## src/rtl/rr_arb_pkg.sv

```systemverilog
// Shared definitions for the 4-client round-robin arbiter and its request front-end.
// Holds the client count, index width, request/grant vector type and one-hot decode.
package rr_arb_pkg;

    localparam int NCLI    = 4;
    localparam int CLI_IDW = 2;

    typedef logic [NCLI-1:0] cli_vec_t;

    typedef struct packed {
        logic               valid;
        logic [CLI_IDW-1:0] idx;
    } onehot_t;

    // valid is low for an all-zero or multi-hot vector; idx is 0 in that case.
    function automatic onehot_t onehot_idx(input cli_vec_t vec);
        onehot_t r;
        r.valid = 1'b1;
        r.idx   = '0;
        case (vec)
            4'b0001: r.idx = 2'd0;
            4'b0010: r.idx = 2'd1;
            4'b0100: r.idx = 2'd2;
            4'b1000: r.idx = 2'd3;
            default: r.valid = 1'b0;
        endcase
        return r;
    endfunction

endpackage

```

## src/rtl/rrq_fifo.sv

```systemverilog
// Per-client synchronous FIFO for rr_req_queue; head entry is visible on dout.
// Push while full and pop while empty are ignored.
module rrq_fifo #(
    parameter int DW    = 8,
    parameter int DEPTH = 4
) (
    input  logic                   clk,
    input  logic                   rst,
    input  logic                   push,
    input  logic                   pop,
    input  logic [DW-1:0]          din,
    output logic [DW-1:0]          dout,
    output logic [$clog2(DEPTH):0] count,
    output logic                   full,
    output logic                   empty
);

    localparam int AW = $clog2(DEPTH);

    logic [DW-1:0] r_mem [DEPTH];
    logic [AW-1:0] r_wr_ptr;
    logic [AW-1:0] r_rd_ptr;
    logic [AW:0]   r_count;
    logic          w_do_push;
    logic          w_do_pop;

    assign full      = (r_count == DEPTH[AW:0]);
    assign empty     = (r_count == '0);
    assign count     = r_count;
    assign dout      = r_mem[r_rd_ptr];
    assign w_do_push = push & ~full;
    assign w_do_pop  = pop & ~empty;

    // Pointers are exactly log2(DEPTH) bits so they wrap without compare logic.
    always_ff @(posedge clk or negedge rst) begin
        if (!rst) begin
            r_wr_ptr <= '0;
            r_rd_ptr <= '0;
            r_count  <= '0;
        end else begin
            if (w_do_push) r_wr_ptr <= r_wr_ptr + 1'b1;
            if (w_do_pop)  r_rd_ptr <= r_rd_ptr + 1'b1;
            case ({w_do_push, w_do_pop})
                2'b10:   r_count <= r_count + 1'b1;
                2'b01:   r_count <= r_count - 1'b1;
                default: r_count <= r_count;
            endcase
        end
    end

    always_ff @(posedge clk) begin
        if (w_do_push) r_mem[r_wr_ptr] <= din;
    end

endmodule

```

## src/rtl/rr_req_queue.sv

```systemverilog
// Request front-end for the 4-client round-robin arbiter: per-client FIFOs drive REQ,
// the one-hot GNT pops the granted head into a shared output register.
// Optional macro RRQ_ERR_CHECK_EN adds a sticky gnt_err output for illegal grants.
module rr_req_queue
    import rr_arb_pkg::*;
#(
    parameter int DW    = 8,
    parameter int DEPTH = 4
) (
    input  logic               clk,
    input  logic               rst,
    input  logic [NCLI-1:0]    in_valid,
    output logic [NCLI-1:0]    in_ready,
    input  logic [NCLI*DW-1:0] in_data,
    output logic [NCLI-1:0]    REQ,
    input  logic [NCLI-1:0]    GNT,
    output logic               out_valid,
    input  logic               out_ready,
    output logic [DW-1:0]      out_data,
    output logic [CLI_IDW-1:0] out_id
`ifdef RRQ_ERR_CHECK_EN
    ,
    output logic               gnt_err
`endif
);

    localparam int CW = $clog2(DEPTH) + 1;

    logic [DW-1:0]      w_dout  [NCLI];
    logic [CW-1:0]      w_count [NCLI];
    cli_vec_t           w_full;
    cli_vec_t           w_empty;
    cli_vec_t           w_push;
    cli_vec_t           w_pop;
    onehot_t            w_gnt;
    logic               w_slot_free;
    logic               w_pop_any;

    logic               r_out_valid;
    logic [DW-1:0]      r_out_data;
    logic [CLI_IDW-1:0] r_out_id;

    for (genvar g = 0; g < NCLI; g++) begin : g_fifo
        rrq_fifo #(
            .DW    (DW),
            .DEPTH (DEPTH)
        ) u_fifo (
            .clk   (clk),
            .rst   (rst),
            .push  (w_push[g]),
            .pop   (w_pop[g]),
            .din   (in_data[g*DW +: DW]),
            .dout  (w_dout[g]),
            .count (w_count[g]),
            .full  (w_full[g]),
            .empty (w_empty[g])
        );
    end

    assign in_ready = ~w_full;
    assign w_push   = in_valid & ~w_full;

    always_comb begin
        REQ = '0;
        for (int i = 0; i < NCLI; i++) REQ[i] = (w_count[i] != '0);
    end

    // A grant only pops when the output slot can take the entry this edge.
    assign w_gnt       = onehot_idx(GNT);
    assign w_slot_free = ~r_out_valid | out_ready;
    assign w_pop_any   = w_slot_free & w_gnt.valid & ~w_empty[w_gnt.idx];

    always_comb begin
        w_pop = '0;
        if (w_pop_any) w_pop[w_gnt.idx] = 1'b1;
    end

    always_ff @(posedge clk or negedge rst) begin
        if (!rst) begin
            r_out_valid <= 1'b0;
            r_out_data  <= '0;
            r_out_id    <= '0;
        end else if (w_pop_any) begin
            r_out_valid <= 1'b1;
            r_out_data  <= w_dout[w_gnt.idx];
            r_out_id    <= w_gnt.idx;
        end else if (w_slot_free) begin
            r_out_valid <= 1'b0;
        end
    end

    assign out_valid = r_out_valid;
    assign out_data  = r_out_data;
    assign out_id    = r_out_id;

`ifdef RRQ_ERR_CHECK_EN
    cli_vec_t r_prev_push;
    logic     r_gnt_err;
    logic     w_gnt_bad;

    // A grant to a FIFO filled on the previous edge is tolerated: the arbiter saw REQ late.
    assign w_gnt_bad = ((|GNT) & ~w_gnt.valid) | (|(GNT & w_empty & ~r_prev_push));

    always_ff @(posedge clk or negedge rst) begin
        if (!rst) begin
            r_prev_push <= '0;
            r_gnt_err   <= 1'b0;
        end else begin
            r_prev_push <= w_push;
            if (w_gnt_bad) r_gnt_err <= 1'b1;
        end
    end

    assign gnt_err = r_gnt_err;
`endif

endmodule

```

## config.mk

```make
export PLATFORM = sky130hd
export DESIGN_NAME = rr_req_queue
export DESIGN_NICKNAME = d
export VERILOG_FILES = /design/src/rtl/rr_arb_pkg.sv /design/src/rtl/rrq_fifo.sv /design/src/rtl/rr_req_queue.sv
export SDC_FILE = /design/constraint.sdc
export NUM_CORES = 1
export LEC_CHECK = 0
export ABC_CLOCK_PERIOD_IN_PS = 2800
export BUFFER_PORTS_ARGS = -buffer_cell sky130_fd_sc_hd__buf_2
export CAP_MARGIN = 30
export CELL_PAD_IN_SITES_DETAIL_PLACEMENT = 0
export CELL_PAD_IN_SITES_GLOBAL_PLACEMENT = 1
export CORE_ASPECT_RATIO = 1.2
export CORE_MARGIN = 3
export CORE_UTILIZATION = 32
export DETAILED_ROUTE_END_ITERATION = 12
export GPL_ROUTABILITY_DRIVEN = 0
export PLACE_DENSITY_LB_ADDON = 0.1
export SKIP_LAST_GASP = 1
export SLEW_MARGIN = 10
export SYNTH_ARGS = -nofsm -noshare
export SYNTH_HDL_FRONTEND = slang
export SYNTH_HIERARCHICAL = 1
export SYNTH_SLANG_ARGS = --single-unit
```

## constraint.sdc

```tcl
create_clock -name clk -period 2.8 [get_ports clk]
set_input_delay 0.28 -clock clk [delete_from_list [all_inputs] [get_ports clk]]
set_output_delay 0.28 -clock clk [all_outputs]
set_load 0.005 [all_outputs]
```

## Word-level counts from Yosys, hierarchy flattened

Memory sizes are Yosys's and may differ from the RTL's.
Cells that the tools add are included.

- Bits of input ports: 43
- Memories: 4
- Output and inout port bits: 19
- RAM bits: 128
- Logic and storage cells: 117
- Register bits: 39

- Multiplexer cells: 24
- Reduce and logical (&&, ||, !) cells: 15
- Bitwise logic cells: 24
- Add/sub/neg operators: 16
- Magnitude comparators: 3
- Equality and inequality tests: 16

Memories:

| name | depth | bits a word | rd ports | clocked after memory_dff | write ports | RTL line | text |
|---|---|---|---|---|---|---|---|
| g_fifo[0].u_fifo.r_mem | 4 | 8 | 1 | 0 | 1 | rrq_fifo.sv:20 | `logic [DW-1:0] r_mem [DEPTH];` |
| g_fifo[1].u_fifo.r_mem | 4 | 8 | 1 | 0 | 1 | rrq_fifo.sv:20 |  |
| g_fifo[2].u_fifo.r_mem | 4 | 8 | 1 | 0 | 1 | rrq_fifo.sv:20 |  |
| g_fifo[3].u_fifo.r_mem | 4 | 8 | 1 | 0 | 1 | rrq_fifo.sv:20 |  |

Operator list:

| kind | count |
|---|---|
| one-hot mux 3 bit (2 select lines) | 4 |
| adder 2 x 1 -> 2 bit (second input constant) | 8 |
| binary-select mux 8 bit (select 2 bit) | 1 |
| two-way mux 8 bit | 2 |
| two-way mux 1 bit | 13 |
| adder 3 x 1 -> 3 bit (second input constant) | 4 |
| equality test 3 bit (second input constant) | 4 |
| logical NOT 3 bit | 4 |
| nonzero test 3 bit | 4 |
| subtractor 3 x 1 -> 3 bit (second input constant) | 4 |
| AND 1 bit | 10 |
| inverter 1 bit | 10 |
| nonzero test 2 bit | 5 |
| equality test 2 x 1 -> 1 bit (second input constant) | 4 |
| equality test 2 bit (second input constant) | 4 |
| one-hot mux 2 bit (3 select lines) | 1 |
| AND 4 bit | 1 |
| equality test 4 x 1 -> 1 bit (second input constant) | 1 |
| equality test 4 x 2 -> 1 bit (second input constant) | 1 |
| equality test 4 x 3 -> 1 bit (second input constant) | 1 |
| equality test 4 bit (second input constant) | 1 |
| two-way mux 4 bit | 1 |
| inverter 4 bit | 1 |
| OR reduction 4 bit | 1 |
| other kinds (8) | 8 |

## Longest topological paths before layout

- Depth in word-level cells: 10
- Depth in mapped cells: 13

## Cells and area by module

The synthesis kept the hierarchy.

By module, submodules not included:

| module | cells an instance | area each (um2) | times used |
|---|---|---|---|
| rrq_fifo at g_fifo[1].u_fifo ... | 79 | 1592.8 | 3 |
| rrq_fifo at g_fifo[0].u_fifo | 80 | 1584.0 | 1 |
| rr_req_queue | 92 | 889.6 | 1 |

## Worst setup path after synthesis

No wires, ideal clock.

- Path kind: register to register
- Start: register g_fifo[0].u_fifo.r_count[0]
- End: register g_fifo[3].u_fifo.r_count[2]
- Library setup time: 0.079 ns
- Clock period less this slack: 2.851 ns
- Path buffers: 1
- Arrival: 2.772 ns
- Path slack: -0.051 ns
- Stages on the path, launching flop included: 14
- Data required time: 2.721 ns
- Cells stage by stage: dfrtp_1 nor3_1 or3b_1 a311oi_2 o2111ai_1 buf_4 nor4_2 o31a_2 ha_1 inv_1 fa_1 xor2_1 nor2_1 xor2_1

- Cells in the longest elaborated chain, start to end: 9
- Elaborated cells on any way between the ends: 11
- Those cells by class: 2 x eq/ne; 4 x mux; 3 x bitwise; 2 x reduce/logical

RTL lines:

| element | RTL line | text |
|---|---|---|
| start: declaration | rrq_fifo.sv:23 | `logic [AW:0] r_count;` |
| start signal: assignment | rrq_fifo.sv:44 | `2'b10: r_count <= r_count + 1'b1;` |
| start signal: assignment | rrq_fifo.sv:45 | `2'b01: r_count <= r_count - 1'b1;` |
| start signal: assignment | rrq_fifo.sv:46 | `default: r_count <= r_count;` |
| logical NOT 3 bit (*) | rrq_fifo.sv:28 | `assign empty = (r_count == '0);` |
| net w_empty[0] | rr_req_queue.sv:32 | `cli_vec_t w_empty;` |
| binary-select mux 1 bit (select 2 bit) (*) | rr_req_queue.sv:71 | `assign w_pop_any = w_slot_free & w_gnt.valid & ~w_empty[w_gnt.idx];` |
| two-way mux 1 bit (not written as such) (*) | rr_req_queue.sv:71 |  |
| inverter 1 bit (*) | rr_req_queue.sv:71 |  |
| AND 1 bit (*) | rr_req_queue.sv:71 |  |
| two-way mux 4 bit (*) | rr_req_queue.sv:75 | `if (w_pop_any) w_pop[w_gnt.idx] = 1'b1;` |
| net w_pop[3] | rr_req_queue.sv:34 | `cli_vec_t w_pop;` |
| AND 1 bit (*) | rrq_fifo.sv:32 | `assign w_do_pop = pop & ~empty;` |
| net g_fifo[3].u_fifo.w_do_pop | rrq_fifo.sv:25 | `logic w_do_pop;` |
| equality test 2 x 1 -> 1 bit or equality test 2 bit (tied branches) | rrq_fifo.sv:43 | `case ({w_do_push, w_do_pop})` |
| one-hot mux 3 bit (2 select lines) or nonzero test 2 bit (tied branches) | - |  |
| end signal: assignment | rrq_fifo.sv:44 |  |
| end signal: assignment | rrq_fifo.sv:45 |  |
| end signal: assignment | rrq_fifo.sv:46 |  |
| end: declaration | rrq_fifo.sv:23 |  |

The timed path passes the listed nets; every way through them passes the cells marked *. The select of a mux whose other input is x is not followed.
A chain may end at the register's enable or synchronous reset.

## Worst setup path in the final report

- Start: register g_fifo[0].u_fifo.r_count[0]
- End: register g_fifo[1].u_fifo.r_count[2]

- Cells in the longest elaborated chain, start to end: 9
- Elaborated cells on any way between the ends: 11
- Those cells by class: 2 x eq/ne; 4 x mux; 3 x bitwise; 2 x reduce/logical

RTL lines:

| element | RTL line |
|---|---|
| logical NOT 3 bit (*) | rrq_fifo.sv:28 |
| net w_empty[0] | rr_req_queue.sv:32 |
| binary-select mux 1 bit (select 2 bit) (*) | rr_req_queue.sv:71 |
| two-way mux 1 bit (not written as such) (*) | rr_req_queue.sv:71 |
| inverter 1 bit (*) | rr_req_queue.sv:71 |
| AND 1 bit (*) | rr_req_queue.sv:71 |
| two-way mux 4 bit (*) | rr_req_queue.sv:75 |
| net w_pop[1] | rr_req_queue.sv:34 |
| AND 1 bit (*) | rrq_fifo.sv:32 |
| net g_fifo[1].u_fifo.w_do_pop | rrq_fifo.sv:25 |
| equality test 2 x 1 -> 1 bit or equality test 2 bit (tied branches) | rrq_fifo.sv:43 |
| one-hot mux 3 bit (2 select lines) or nonzero test 2 bit (tied branches) | - |
| end signal: assignment | rrq_fifo.sv:44 |
| end signal: assignment | rrq_fifo.sv:45 |
| end signal: assignment | rrq_fifo.sv:46 |
| end: declaration | rrq_fifo.sv:23 |

Marks and branches as above.

==> impl_metrics.yaml <==
floorplanning:
  fp.dieH_microns: 171
  dieArea_sq_um: 24500
  core.rowCount: 59
  start_util_pct: 33.0
  io_pins: 62
  die_x_microns: 143
  core_area_sq_um: 22000
synth:
  synthMuxAreaShare_pct: 13.1
  synth_fa_ha_area_share_pct: 4.55
  synth-simple-area-share_pct: 6.63
  avgSynthCellArea_sq_um: 17.7
  synthFlopType: "edfxtp_1"
  synth-seq-cells: 167
  ys_types: 44
  yosysWarningCount: 6
  synth-xor-area-share_pct: 3.26
  synth_area_sq_um: 7250
  synth_top_family_by_area: "multiplexers"
  synth-compound-area-share_pct: 3.07
  postSynth.asyncResetShare_pct: 23.4
  syn_inst: 409
  seq_area_frac_synth_pct: 66.5
  synth_nets: 476
  synth_edf_count: 128
timing:
  setup_violations: 1
  fmax_ghz: 0.354
  relSlewSlack_pct: 54.5
  tns_ns: -0.0284
  slew_violations: 0
  setup_ws_ns: -0.0284
  grt_setup_unrepaired: "yes"
  period_share_pct: 101
  fin_skew_ns: 0.00930
  fin_crit_ns: 2.83
  worst_pin_slew_ns: 0.680
  hold_viol: 0
outcome:
  status: "finished with violations"
  violations: "setup timing"
route:
  wl_microns: 15200
  drc: 0
  firstDrtPassIters: 5
  detail_route.wl_per_cell_microns: 19.3
  vias_per_cell: 4.73
  dr.first_iter.drc_count: 228
  ant_nets: 0
  vias: 3720
final_layout:
  final_nets: 567
  multiInputGateArea_sq_um: 2280
  antenna_cells: 0
  fillCellCount: 2071
  seq_area_sq_um: 4820
  syn_to_final_growth_pct: 18.8
  layout-drive-gt1-share_pct: 38.8
  fin_util_pct: 39.2
  stdcell_area_sq_um: 8620
worst_setup_path:
  worstPathMaxFanout: 3
  slowest_stage: "or3b_1"
  path_delay_family: "compound AO/OA/AOI/OAI gates"
  path_buf_inv: 2
  cpMostUsedCell: "xor2_1"
  critical_path_arrival_ns: 3.17
  r2r_end: "g_fifo[1].u_fifo/count[2]$_DFFE_PN0P_"
  ff2ff_path_depth: 13
  startpoint_type: "flop"
  r2r-start: "g_fifo[0].u_fifo/count[0]$_DFFE_PN0P_"
  crit_chain: "nor3_1 > or3b_1 > a311oi_2 > o2111ai_2 > buf_4 > nor2b_1 > o31a_2 > ha_4 > inv_1 > fa_2 > xor2_1 > nor2_1 > xor2_1"
  r2r_setup_slack_ns: -0.03
  cp.required_ns: 3.15
  criticalPathCategory: "flop to flop"
  slowest_delay_ns: 0.36
  worstSetupEndpointType: "flop"
global_route:
  antenna_found_initial: 0
  grt_max_degree: 23
  grt_pass1_vias: 4118
  grt-ovfl-total: 0
  grt_use_total_pct: 13.2
  grt_first_pass_wirelength_microns: 23900
worst_hold_path:
  min_to: "g_fifo[0].u_fifo/r_mem[1][3]$_DFFE_PP_"
  worstHoldPathCells: 1
  hold_class: "primary input to flop"
  hp-start: "in_data[3]"
power:
  switching_share_pct: 31.8
  p_leak_nw: 3.27
  p_switching_w: 0.00276
  seq_power_share_pct: 43.9
  p_int_w: 0.00591
  power_density_nw_per_um2: 1010
  peakVddDrop_uv: 426
  p_comb_share_pct: 30.7
  finalPower_w: 0.00867
  pwr-share-clk_pct: 25.4
clocking:
  numCtsBuffers: 17
  cts_max_path_buffers: 2
  root_buffer: "clkbuf_16"
  clkTransAtPathRegs_ns: 0.07
  cts_htree_levels: 4
  clkSinkCount: 167
  clk_latency_ns: 0.43
  tritoncts: "yes"
place:
  hpwl_microns: 11000
  place_area_sq_um: 7980
  dp_slack_ns: -0.0614
  numPortBuffers: 61
flow_run:
  drv_cap: 0
[area by class of cell]
type | count | share of cell area [%]
tap | 274 | 3.98
inverter | 30 | 1.31
clock inverter | 13 | 1.36
sequential | 167 | 55.9
clock buffer | 19 | 5.02
multi-input combinational | 198 | 26.4
timing repair buffer | 86 | 5.98
[flip-flops by register name, summed over array words and instances (netlist names)]
register,flops
g_fifo.u_fifo/count,12
out_id,2
g_fifo.u_fifo/r_rd_ptr,8
out_data,8
g_fifo.u_fifo/r_wr_ptr,8
g_fifo.u_fifo/r_mem,128
out_valid,1
[layer usage]
metal / global-route usage (%) / vias up / wire [microns]
met5: 0 / - / 0
met2: 23.2 / 64 / 8030
li1: - / 1729 / -
met4: 4.55 / 0 / 173
met1: 15.9 / 1912 / 6490
met3: 3.05 / 15 / 504
[logic make-up (layout without fill, tap and decap cells)]
logic type,count (synthesis),count (layout)
buffers and inverters,44,148
xor gates and xnor gates,27,27
adders and majority gates,24,24
muxes,49,49
AOI/OAI and AO/OA,28,28
and+or+nand+nor,70,70
DFF,167,167
[layout by cell type (no fill, tap or decap), drive strengths merged, types with 3 or more instances in the layout]
cell type,count
mux4,32
and3,4
mux2,13
nor3b,3
nand2,16
o21ai,9
ha,20
nor2b,8
nor3,5
clkinv,7
inv,36
or3,5
a222oi,8
fa,4
buf,85
xnor2,15
dfrtp,39
nor2,6
xor2,12
mux2i,4
and2,13
clkbuf,19
edfxtp,128
o31a,4
[cell usage after synthesis (3+ instances only)]
master / count / share of area [%]
nor3b_4: 3 / 0.78
a222oi_1: 8 / 1.1
nand2_1: 16 / 0.83
nor2_1: 6 / 0.31
and3_2: 4 / 0.41
nor2b_4: 3 / 0.57
o21ai_1: 9 / 0.62
and2_2: 12 / 1.2
edfxtp_1: 128 / 53
nor2b_1: 5 / 0.43
xor2_1: 12 / 1.4
fa_1: 4 / 1.1
clkbuf_1: 3 / 0.16
dfrtp_1: 39 / 13
o31a_2: 4 / 0.55
buf_2: 4 / 0.28
mux2i_1: 4 / 0.55
inv_1: 30 / 1.6
or3_1: 5 / 0.43
buf_6: 3 / 0.47
nor3_1: 5 / 0.35
mux2_4: 12 / 2.5
ha_1: 20 / 3.5
xnor2_1: 15 / 1.8
mux4_2: 32 / 9.9
[power groups by stage]
stage | sequential, W | clock [W] | combinational, W
2_1_floorplan | 0.00367 | 0 | 0.00189
3_3_place_gp | 0.00385 | 0 | 0.00265
3_5_place_dp | 0.00388 | 0 | 0.00269
4_1_cts | 0.00383 | 0.00228 | 0.00271
5_1_grt | 0.00390 | 0.00238 | 0.00295
6_report | 0.00380 | 0.00220 | 0.00266
[through the flow]
step           instances  hold slack, ns
6_report             787          0.0631
5_1_grt              787          0.0469
4_1_cts              783          0.0435
3_5_place_dp         750           0.302
3_3_place_gp         749           0.471
2_1_floorplan        409         -0.0156
[worst max-delay path by stage]
stage                     slack [ns]                               endpoint  cells after the start                             startpoint
final                          -0.03  g_fifo[1].u_fifo/count[2]$_DFFE_PN0P_                     13  g_fifo[0].u_fifo/count[0]$_DFFE_PN0P_
after global routing           -0.20  g_fifo[1].u_fifo/count[2]$_DFFE_PN0P_                     13  g_fifo[0].u_fifo/count[0]$_DFFE_PN0P_
after CTS                      -0.06  g_fifo[1].u_fifo/count[2]$_DFFE_PN0P_                     13  g_fifo[0].u_fifo/count[1]$_DFFE_PN0P_
after detailed placement       -0.06  g_fifo[1].u_fifo/count[2]$_DFFE_PN0P_                     13                                 GNT[0]
after global placement          0.06  g_fifo[1].u_fifo/count[2]$_DFFE_PN0P_                     13                                 GNT[1]
after floorplan                0.002  g_fifo[3].u_fifo/count[2]$_DFFE_PN0P_                     13  g_fifo[0].u_fifo/count[0]$_DFFE_PN0P_
[timing repair]
item                                    in CTS  in global routing
buffers inserted                             0                  4
cloned                                       0                  0
pin swaps                                    0                  6
gates resized for setup                      2                  8
endpoints found under the hold margin       17                  0
endpoints found under the setup margin       2                  3
hold buffers                                 1                  0
(Power assumes the default switching activity.)
